File: config.mk
export PLATFORM = sky130hd
export DESIGN_NAME = rx_session_ctrl
export DESIGN_NICKNAME = d
export VERILOG_FILES = /design/src/rtl/rx_session_pkg.sv /design/src/rtl/rx_watchdog.sv /design/src/rtl/rx_session_ctrl.sv
export SDC_FILE = /design/constraint.sdc
export NUM_CORES = 1
export LEC_CHECK = 0
export BUFFER_PORTS_ARGS = -buffer_cell sky130_fd_sc_hd__buf_2
export CAP_MARGIN = 20
export CORE_MARGIN = 8
export CORE_UTILIZATION = 55
export DETAILED_ROUTE_END_ITERATION = 10
export MAX_ROUTING_LAYER = met4
export PLACE_DENSITY = 0.76
export REMOVE_ABC_BUFFERS = 1
export SETUP_SLACK_MARGIN = 0.05
export SLEW_MARGIN = 15
export SYNTH_ARGS = -nofsm -noshare
export SYNTH_HDL_FRONTEND = slang
export SYNTH_SLANG_ARGS = --single-unit
File: constraint.sdc
create_clock -name clk -period 11.3 [get_ports clk]
set_input_delay 0.565 -clock clk [delete_from_list [all_inputs] [get_ports clk]]
set_output_delay 0.565 -clock clk [all_outputs]
set_load 0.005 [all_outputs]
File: src/rtl/rx_session_pkg.sv
// Shared types and constants for the RX session controller.
// Session states and the completion status codes reported to the host.
package rx_session_pkg;

    typedef enum logic [1:0] {
        IDLE = 2'd0,
        RUN  = 2'd1,
        TERM = 2'd2,
        DONE = 2'd3
    } state_t;

    localparam logic [1:0] ST_OK      = 2'b00;
    localparam logic [1:0] ST_TIMEOUT = 2'b01;
    localparam logic [1:0] ST_ABORT   = 2'b10;

endpackage

File: src/rtl/rx_watchdog.sv
// Starvation watchdog: counts consecutive idle cycles and flags the last one
// before the timeout limit is reached.
module rx_watchdog #(
    parameter int TIMEOUT_CYC = 1000000
) (
    input  logic clk,
    input  logic rst_n,
    input  logic clr,
    input  logic inc,
    output logic expire
);

    localparam int CNT_W = $clog2(TIMEOUT_CYC);
    localparam logic [CNT_W-1:0] LAST = CNT_W'(TIMEOUT_CYC - 1);

    logic [CNT_W-1:0] cnt_reg;

    // Saturates at LAST so the counter can never wrap back to a fresh window.
    always_ff @(posedge clk or negedge rst_n) begin
        if (!rst_n) begin
            cnt_reg <= '0;
        end else if (clr) begin
            cnt_reg <= '0;
        end else if (inc && !expire) begin
            cnt_reg <= cnt_reg + CNT_W'(1);
        end
    end

    assign expire = (cnt_reg == LAST);

endmodule

File: src/rtl/rx_session_ctrl.sv
// RX session controller: gates the Darwin3 RX stream towards the DMA for one
// host-commanded burst, marks the final beat and reports completion status.
module rx_session_ctrl
    import rx_session_pkg::*;
#(
    parameter int DATA_W      = 16,
    parameter int LEN_W       = 32,
    parameter int TIMEOUT_CYC = 1000000
) (
    input  logic                clk,
    input  logic                rst_n,
    input  logic                cmd_valid,
    output logic                cmd_ready,
    input  logic [LEN_W-1:0]    cmd_len,
    input  logic                cmd_abort,
    output logic                rx_en,
    input  logic [DATA_W-1:0]   s_axis_tdata,
    input  logic                s_axis_tvalid,
    output logic                s_axis_tready,
    output logic [DATA_W-1:0]   m_axis_tdata,
    output logic                m_axis_tvalid,
    input  logic                m_axis_tready,
    output logic [DATA_W/8-1:0] m_axis_tkeep,
    output logic                m_axis_tlast,
    output logic                sess_busy,
    output logic                sess_done,
    output logic [1:0]          sess_status,
    output logic [LEN_W-1:0]    sess_beats
);

    state_t           state_reg, state_next;
    logic [LEN_W-1:0] len_reg;
    logic [LEN_W-1:0] beat_cnt_reg;
    logic [1:0]       term_status_reg, term_status_next;
    logic             rx_en_reg;
    logic [1:0]       sess_status_reg;
    logic [LEN_W-1:0] sess_beats_reg;
    logic [1:0]       done_status;
    logic [LEN_W-1:0] done_beats;

    logic in_run;
    logic beat;
    logic is_last;
    logic wd_expire;
    logic timeout;

    assign in_run  = (state_reg == RUN);
    assign beat    = in_run && s_axis_tvalid && m_axis_tready;
    assign is_last = (beat_cnt_reg == len_reg - LEN_W'(1));
    assign timeout = in_run && !s_axis_tvalid && wd_expire;

    rx_watchdog #(
        .TIMEOUT_CYC(TIMEOUT_CYC)
    ) u_watchdog (
        .clk   (clk),
        .rst_n (rst_n),
        .clr   (!in_run || s_axis_tvalid),
        .inc   (in_run && !s_axis_tvalid),
        .expire(wd_expire)
    );

    // Final beat wins over abort, abort wins over timeout.
    always_comb begin
        state_next       = state_reg;
        term_status_next = term_status_reg;
        done_status      = ST_OK;
        done_beats       = beat_cnt_reg;
        case (state_reg)
            IDLE: begin
                done_beats = '0;
                if (cmd_valid) begin
                    state_next = (cmd_len == '0) ? DONE : RUN;
                end
            end
            RUN: begin
                if (beat && is_last) begin
                    state_next = DONE;
                    done_beats = beat_cnt_reg + LEN_W'(1);
                end else if (cmd_abort) begin
                    state_next       = TERM;
                    term_status_next = ST_ABORT;
                end else if (timeout) begin
                    state_next       = TERM;
                    term_status_next = ST_TIMEOUT;
                end
            end
            TERM: begin
                done_status = term_status_reg;
                if (m_axis_tready) begin
                    state_next = DONE;
                end
            end
            default: state_next = IDLE;
        endcase
    end

    always_ff @(posedge clk or negedge rst_n) begin
        if (!rst_n) begin
            state_reg       <= IDLE;
            len_reg         <= '0;
            beat_cnt_reg    <= '0;
            term_status_reg <= ST_OK;
            rx_en_reg       <= 1'b0;
            sess_status_reg <= ST_OK;
            sess_beats_reg  <= '0;
        end else begin
            state_reg       <= state_next;
            term_status_reg <= term_status_next;
            rx_en_reg       <= (state_next == RUN);
            if (state_reg == IDLE && cmd_valid) begin
                len_reg      <= cmd_len;
                beat_cnt_reg <= '0;
            end else if (beat) begin
                beat_cnt_reg <= beat_cnt_reg + LEN_W'(1);
            end
            if (state_next == DONE && state_reg != DONE) begin
                sess_status_reg <= done_status;
                sess_beats_reg  <= done_beats;
            end
        end
    end

    // Stream muxing: transparent in RUN, a zero-keep terminator in TERM.
    always_comb begin
        s_axis_tready = 1'b0;
        m_axis_tdata  = '0;
        m_axis_tvalid = 1'b0;
        m_axis_tkeep  = '0;
        m_axis_tlast  = 1'b0;
        if (state_reg == RUN) begin
            s_axis_tready = m_axis_tready;
            m_axis_tdata  = s_axis_tdata;
            m_axis_tvalid = s_axis_tvalid;
            m_axis_tkeep  = '1;
            m_axis_tlast  = is_last;
        end else if (state_reg == TERM) begin
            m_axis_tvalid = 1'b1;
            m_axis_tlast  = 1'b1;
        end
    end

    assign cmd_ready   = (state_reg == IDLE);
    assign sess_busy   = (state_reg != IDLE);
    assign sess_done   = (state_reg == DONE);
    assign rx_en       = rx_en_reg;
    assign sess_status = sess_status_reg;
    assign sess_beats  = sess_beats_reg;

endmodule

# Yosys cells after proc, flatten, opt, wreduce, memory -nomap -nowiden
# Index checks and enable logic that the tools add are counted.
# totals
regBits,123
inputBits,54
out_inout_bits,59
word_cells,61
# classes
n_addsub,3
n_eq_ne,8
n_mux,22
bitwise_logic,1
n_reduce_logical,19
# op_table
op,n
$mux W32,3
$pmux W32 S2,1
$mux W20,2
$add A32 B1 Y32 const B,1
$eq A32 B32 Y1,1
$logic_not A32 Y1,1
$sub A32 B1 Y32 const B,1
$add A20 B1 Y20 const B,1
$eq A20 B20 Y1 const B,1
$mux W2,10
$mux W16,1
$logic_and A1 B1 Y1,8
$reduce_bool A2 Y1,4
$eq A2 B2 Y1 const B,3
$pmux W2 S3,1
$eq A2 B1 Y1 const B,2
$mux W1,4
$logic_not A1 Y1,3
$reduce_and A3 Y1,1
$logic_not A2 Y1,1
$ne A2 B2 Y1 const B,1
$logic_or A1 B1 Y1,1
$not A1 Y1,1

# Depth between registers and ports, before layout
# Gate-level depths: netlist of the first run.
# depth
ltp_word,9
ltp_mapped,15
depth_no_buf,11

# Cells and area by module
# Synthesis of the first run repeated with hierarchy kept, for this count alone.
# unflattened
hier_cells,863
hier_area_um2,7588.5
# modules_own_cells
mod,instances,cells_per_inst,area_per_inst_um2,seq_area_each_um2
rx_session_ctrl,1,750,6490.0,2577.5
rx_watchdog,1,113,1098.6,500.5

# Least setup slack after synthesis of the first run
# No wires, ideal clock.
# synth_path
kind,register to output
startpoint,reg len_reg[0]
endpoint,out m_axis_tlast
t_arrival_ns,3.393
required_time_ns,10.735
slack_ns,7.342
path_stages_with_launch,13
path_buffers,3
path_cell_list,dfrtp_1 inv_1 ha_1 or4b_1 or3_4 nor4_4 xnor2_1 or4_1 or4_1 buf_2 buf_2 buf_2 o21bai_1
# synth_between
elab_chain_cells,3
# synth_rtl
element,line_no,rtl
from (decl),rx_session_ctrl.sv:32,logic [LEN_W-1:0] len_reg;
from (signal assigned),rx_session_ctrl.sv:111,len_reg <= cmd_len;
$sub A32 B1 Y32,rx_session_ctrl.sv:49,assign is_last = (beat_cnt_reg == len_reg - LEN_W'(1));
$eq A32 B32 Y1,rx_session_ctrl.sv:49,
$mux W1,rx_session_ctrl.sv:130,if (state_reg == RUN) begin
to (decl),rx_session_ctrl.sv:24,"output logic m_axis_tlast,"
# No other way between the ends.

# Worst setup path in the final report of the first run
# Ends and elaborated chain as after synthesis.

==> results.txt, run 1 <==
HP Class: in2async
Seq/Total Area, Yosys: 0.402
post-route ant nets: 0
fin. max-slew vios: 0
Synth area leader: dfrtp_1
Die W: 134 um
first-pass GRT wire length: 35700 um
layout net count: 1054
postcts setup bufs: 0
synth warn: 0
worst reg-to-reg setup slack: 6770 ps
H-Tree Depth: 4
post-DP HPWL: 14900 um
placed insts: 1158
mean post-synth cell area: 8.17 sq um
CTS tree: yes
post-cts sizing count: 0
hold bufs inserted after CTS: 0
synth-to-layout area growth: 15.1%
R2R cell count: 12
CTS sink cnt: 123
initial antenna violation count: 0
Routed wire per std cell: 18.0 um
Power, Total: 1.92 mW
DRT Pass-1 Iters: 6
Reg-to-Reg Start: len_reg[0]
setup TNS: 0 ps
final instance area: 0.00882 sq mm
I/O Buffers: 112
Max Fclk: 219 MHz
placed cell area: 0.00819 sq mm
Post-synth top flop: dfrtp_1
fillers: 1229
top cells by area, synth: dfrtp_1 (40%), nand2_1 (7.1%), o21ai_0 (4.4%)
final setup fails: 0
CTS Buf Count: 17
pwr/cell area: 218 mW/mm^2
core area: 0.0138 sq mm
Worst EP arrival: 4000 ps
Mapped Area: 0.00766 sq mm
Site Rows: 43
Util after Layout: 0.640
skew final: 7.82 ps
Max Cap Violations: 0
DRT iter0 DRCs: 606
Worst-Margin Slew: 952 ps
DRC: 0
CP Capture Type: output port
largest net degree at the start of global routing: 91
vias per inst: 6.15
via count: 7317
chip height: 134 um
vias in the first global route: 7052
crit path max fanout: 44
final hold vios: 0
FF+latch area: 0.00308 sq mm
CTS Buffer Depth: 2
routed wire length: 21500 um
worst r2r dst: sess_beats[15]
routability congestion estimate: 0.975
maximum VDD drop: 0.126 mV
ant diodes: 0
Max transition margin: 0.365
period utilization: 0.404
Required @ worst endpoint: 10740 ps
total grt overflow: 0
RSZ-0062 raised after global routing: false
footprint of the multi-input gates: 0.00418 sq mm
Synth top area share: 0.402
CTS root buffer: clkbuf_16
cell count after synthesis: 938
io pins: 113
Tot GR Track Use: 0.252
crit start category: register
min cycle time layout: 4560 ps
Post-synth ARST share: 1.00
Die Area: 0.0180 sq mm
leak pwr: 3.84 nW
Distinct cells, synth: 64
Finished Layout Cells: 1190
clock-pin slew on the worst setup and hold paths: 50 ps
Worst-Skew Late Latency: 420 ps
share of layout cells above drive strength 1: 0.162
Initial Utilization: 0.557
#FFs+latches synth: 123
status: completed
number of synthesized flops with an enable pin: 0
critical path type: reg2out
synth_stat cells (all sizes together) (23+ instances only):
master,n
a21oi,45
and2,23
clkbuf,60
dfrtp,123
nand2,146
nand3,34
nor2,74
nor3,23
nor4,33
o21ai,70
o31ai,32
xnor2,26
xor2,31
layer usage:
layer | part of all wire | up-vias | GRT usage
met2 | 0.46 | 324 | 0.388
met1 | 0.43 | 3441 | 0.314
met5 | 0 | - | -
met4 | 0.031 | 0 | 0.102
li1 | - | 3496 | -
met3 | 0.076 | 56 | 0.0606
power breakdown:
part           leakage, nW  total, mW  switching [mW]  internal (mW)
registers             1.63      0.661           0.122          0.539
clock network        0.311      0.584           0.193          0.391
logic                 1.90      0.677           0.414          0.263
kinds of logic after synthesis:
logic type	after synthesis	synth area share
xor+xnor	57	0.0651
simple gates	428	0.283
fa+ha+maj	3	0.00490
flops	123	0.402
buf+inv	101	0.0537
compound gates	225	0.190
mux	1	0.00131
cell usage in the layout (no fill, tap or decap), types with 17 or more instances in the layout:
cell,instances
buf_2,111
nand2_1,146
o31a_1,22
o31ai_1,32
nor3_1,23
nand4_1,17
nor2_1,73
inv_1,20
o21ai_0,68
xor2_1,31
a21oi_1,45
and2_1,22
xnor2_1,26
clkbuf_16,17
nor4_1,31
nand3_1,33
dfrtp_1,123
critical path, cell delays in order (launching register included):
cell	delay, ps
dfrtp_1	420
inv_1	100
ha_1	220
or4b_1	490
or3_4	390
nor4_4	220
xnor2_1	90
or4_1	490
or4_1	520
buf_4	300
o21bai_1	190
buf_2	130
metrics by stage:
| stage | hold WS [ps] | setup WS, ps |
|---|---|---|
| 6_report | 178 | 6740 |
| 3_5_place_dp | 456 | 6790 |
| 3_3_place_gp | 455 | 6880 |
| 5_1_grt | 224 | 6490 |
| 4_1_cts | 196 | 6720 |
| 2_1_floorplan | 269 | 6770 |
worst max-delay path by stage:
stage | depth (start not counted) | to | slack [ps] | from
floorplan | 10 | sess_beats[10] | 6770 | len_reg[0]
finish | 11 | m_axis_tlast | 6740 | len_reg[0]
global placement | 12 | sess_beats[15] | 6880 | len_reg[0]
CTS | 11 | m_axis_tlast | 6720 | len_reg[0]
detailed placement | 12 | sess_beats[15] | 6790 | len_reg[0]
global route | 12 | sess_beats[15] | 6490 | len_reg[0]
cell type report:
cell class	instances	share of cell area
Sequential cell	123	0.349
Inverter	20	0.00851
Clock buffer	25	0.0562
Clock inverter	7	0.0153
Timing Repair Buffer	121	0.0715
Tap cell	180	0.0255
Multi-Input combinational cell	714	0.474
(Power assumes the default switching activity.)
==> run 2: changes to the inputs <==
==> constraint.sdc (replaced) <==
create_clock -name clk -period 4.7 [get_ports clk]
set_input_delay 0.235 -clock clk [delete_from_list [all_inputs] [get_ports clk]]
set_output_delay 0.235 -clock clk [all_outputs]
set_load 0.005 [all_outputs]
==> results.txt, run 2 (synthesis gave the netlist of run 1 again) <==
status: completed
total grt overflow: 0
hold slack: 21.8 ps
CTS Buf Count: 17
Power, Total: 4.52 mW
skew final: 10.2 ps
post-cts sizing count: 0
DRC: 0
CP Capture Type: output port
CTS Buffer Depth: 2
CTS root buffer: clkbuf_16
critical path type: reg2out
fin. max-slew vios: 0
first-pass GRT wire length: 36100 um
core area: 0.0138 sq mm
final setup fails: 0
pwr/cell area: 510 mW/mm^2
share of layout cells above drive strength 1: 0.171
layout net count: 1064
leak pwr: 3.88 nW
Max Cap Violations: 0
Routed wire per std cell: 18.2 um
Site Rows: 43
Worst EP arrival: 4030 ps
Worst-Margin Slew: 951 ps
Tot GR Track Use: 0.256
routed wire length: 21800 um
RSZ-0062 raised after global routing: false
Die W: 134 um
final hold vios: 0
chip height: 134 um
clock-pin slew on the worst setup and hold paths: 50 ps
via count: 7336
Worst-Skew Late Latency: 420 ps
most frequent CP cell: or4_1
CTS tree: yes
post-route ant nets: 0
critical path's slowest cell: or4_1
most frequent cells in the layout: nand2_1 (146), dfrtp_1 (123), buf_2 (111)
CTS sink cnt: 123
Initial Utilization: 0.557
vias per inst: 6.11
ant diodes: 0
Util after Layout: 0.643
postcts setup bufs: 0
routability congestion estimate: 0.994
maximum VDD drop: 0.347 mV
I/O Buffers: 112
DRT iter0 DRCs: 576
H-Tree Depth: 4
CP cell instances: inv_1 > ha_1 > or4b_1 > or3_4 > nor4_4 > xnor2_1 > or4_1 > or4_1 > buf_4 > o21bai_1 > buf_2
crit path max fanout: 13
initial antenna violation count: 0
min cycle time layout: 4260 ps
Max Fclk: 235 MHz
synth-to-layout area growth: 15.6%
Required @ worst endpoint: 4470 ps
DRT Pass-1 Iters: 5
most common cell after layout, fill and taps aside: nand2_1
setup TNS: 0 ps
post-DP HPWL: 15500 um
crit start category: register
io pins: 113
period utilization: 0.907
max incr delay on CP: 630 ps
worst reg-to-reg setup slack: 490 ps
largest net degree at the start of global routing: 58
vias in the first global route: 7042
Die Area: 0.0180 sq mm
Max transition margin: 0.364
HP Class: in2reg
## run 2: per-layer routing
layer,share of wire,track usage
met4,0.020,0.0873
met3,0.070,0.0512
met1,0.44,0.328
met5,0,-
met2,0.47,0.400
## run 2: cell type report
class,count,area (sq um)
inverters,20,75.1
repair buffers,131,721
well taps,180,225
fillers,1220,4920
multi-input cells,714,4180
clock buffers,26,519
flip-flops and latches,123,3080
clock inverters,6,58.8
## run 2: per-stage QoR
stage          instance area, sq um  worst slack [ps]  cells
5_1_grt                        8860               305   1200
3_3_place_gp                   8270               601   1167
2_1_floorplan                  7330               171    857
6_report                       8860               436   1200
4_1_cts                        8860               451   1200
3_5_place_dp                   8270               510   1167
## run 2: what timing repair did
action,4_1_cts,5_1_grt
hold buffers,1,0
endpoints found under the setup margin,0,0
endpoints found under the hold margin,23,0
## run 2: critical path, delay by kind of cell (launching register included)
kind / cells / cell delay, ps
flip-flops: 1 / 420
XOR/XNOR: 1 / 80
buffers and inverters: 3 / 480
AO/OA/AOI/OAI: 1 / 170
AND/OR/NAND/NOR: 5 / 2220
adder cells (fa/ha/maj): 1 / 240
## run 2: final timing paths
path,start,end,cells past startpoint
max,len_reg[0],m_axis_tlast,11
min in group asynchronous,rst_n,u_watchdog.cnt_reg[11],2
min reg2reg,sess_beats[7],sess_beats[7],2
max in group asynchronous,rst_n,len_reg[16],3
max reg2reg,len_reg[0],sess_beats[2],12
min,cmd_len[12],len_reg[12],3
## run 2: power by group
group	switching, mW	internal, mW
Combinational	1.00	0.653
Sequential	0.289	1.29
Clock	0.468	0.809
Total	1.76	2.76
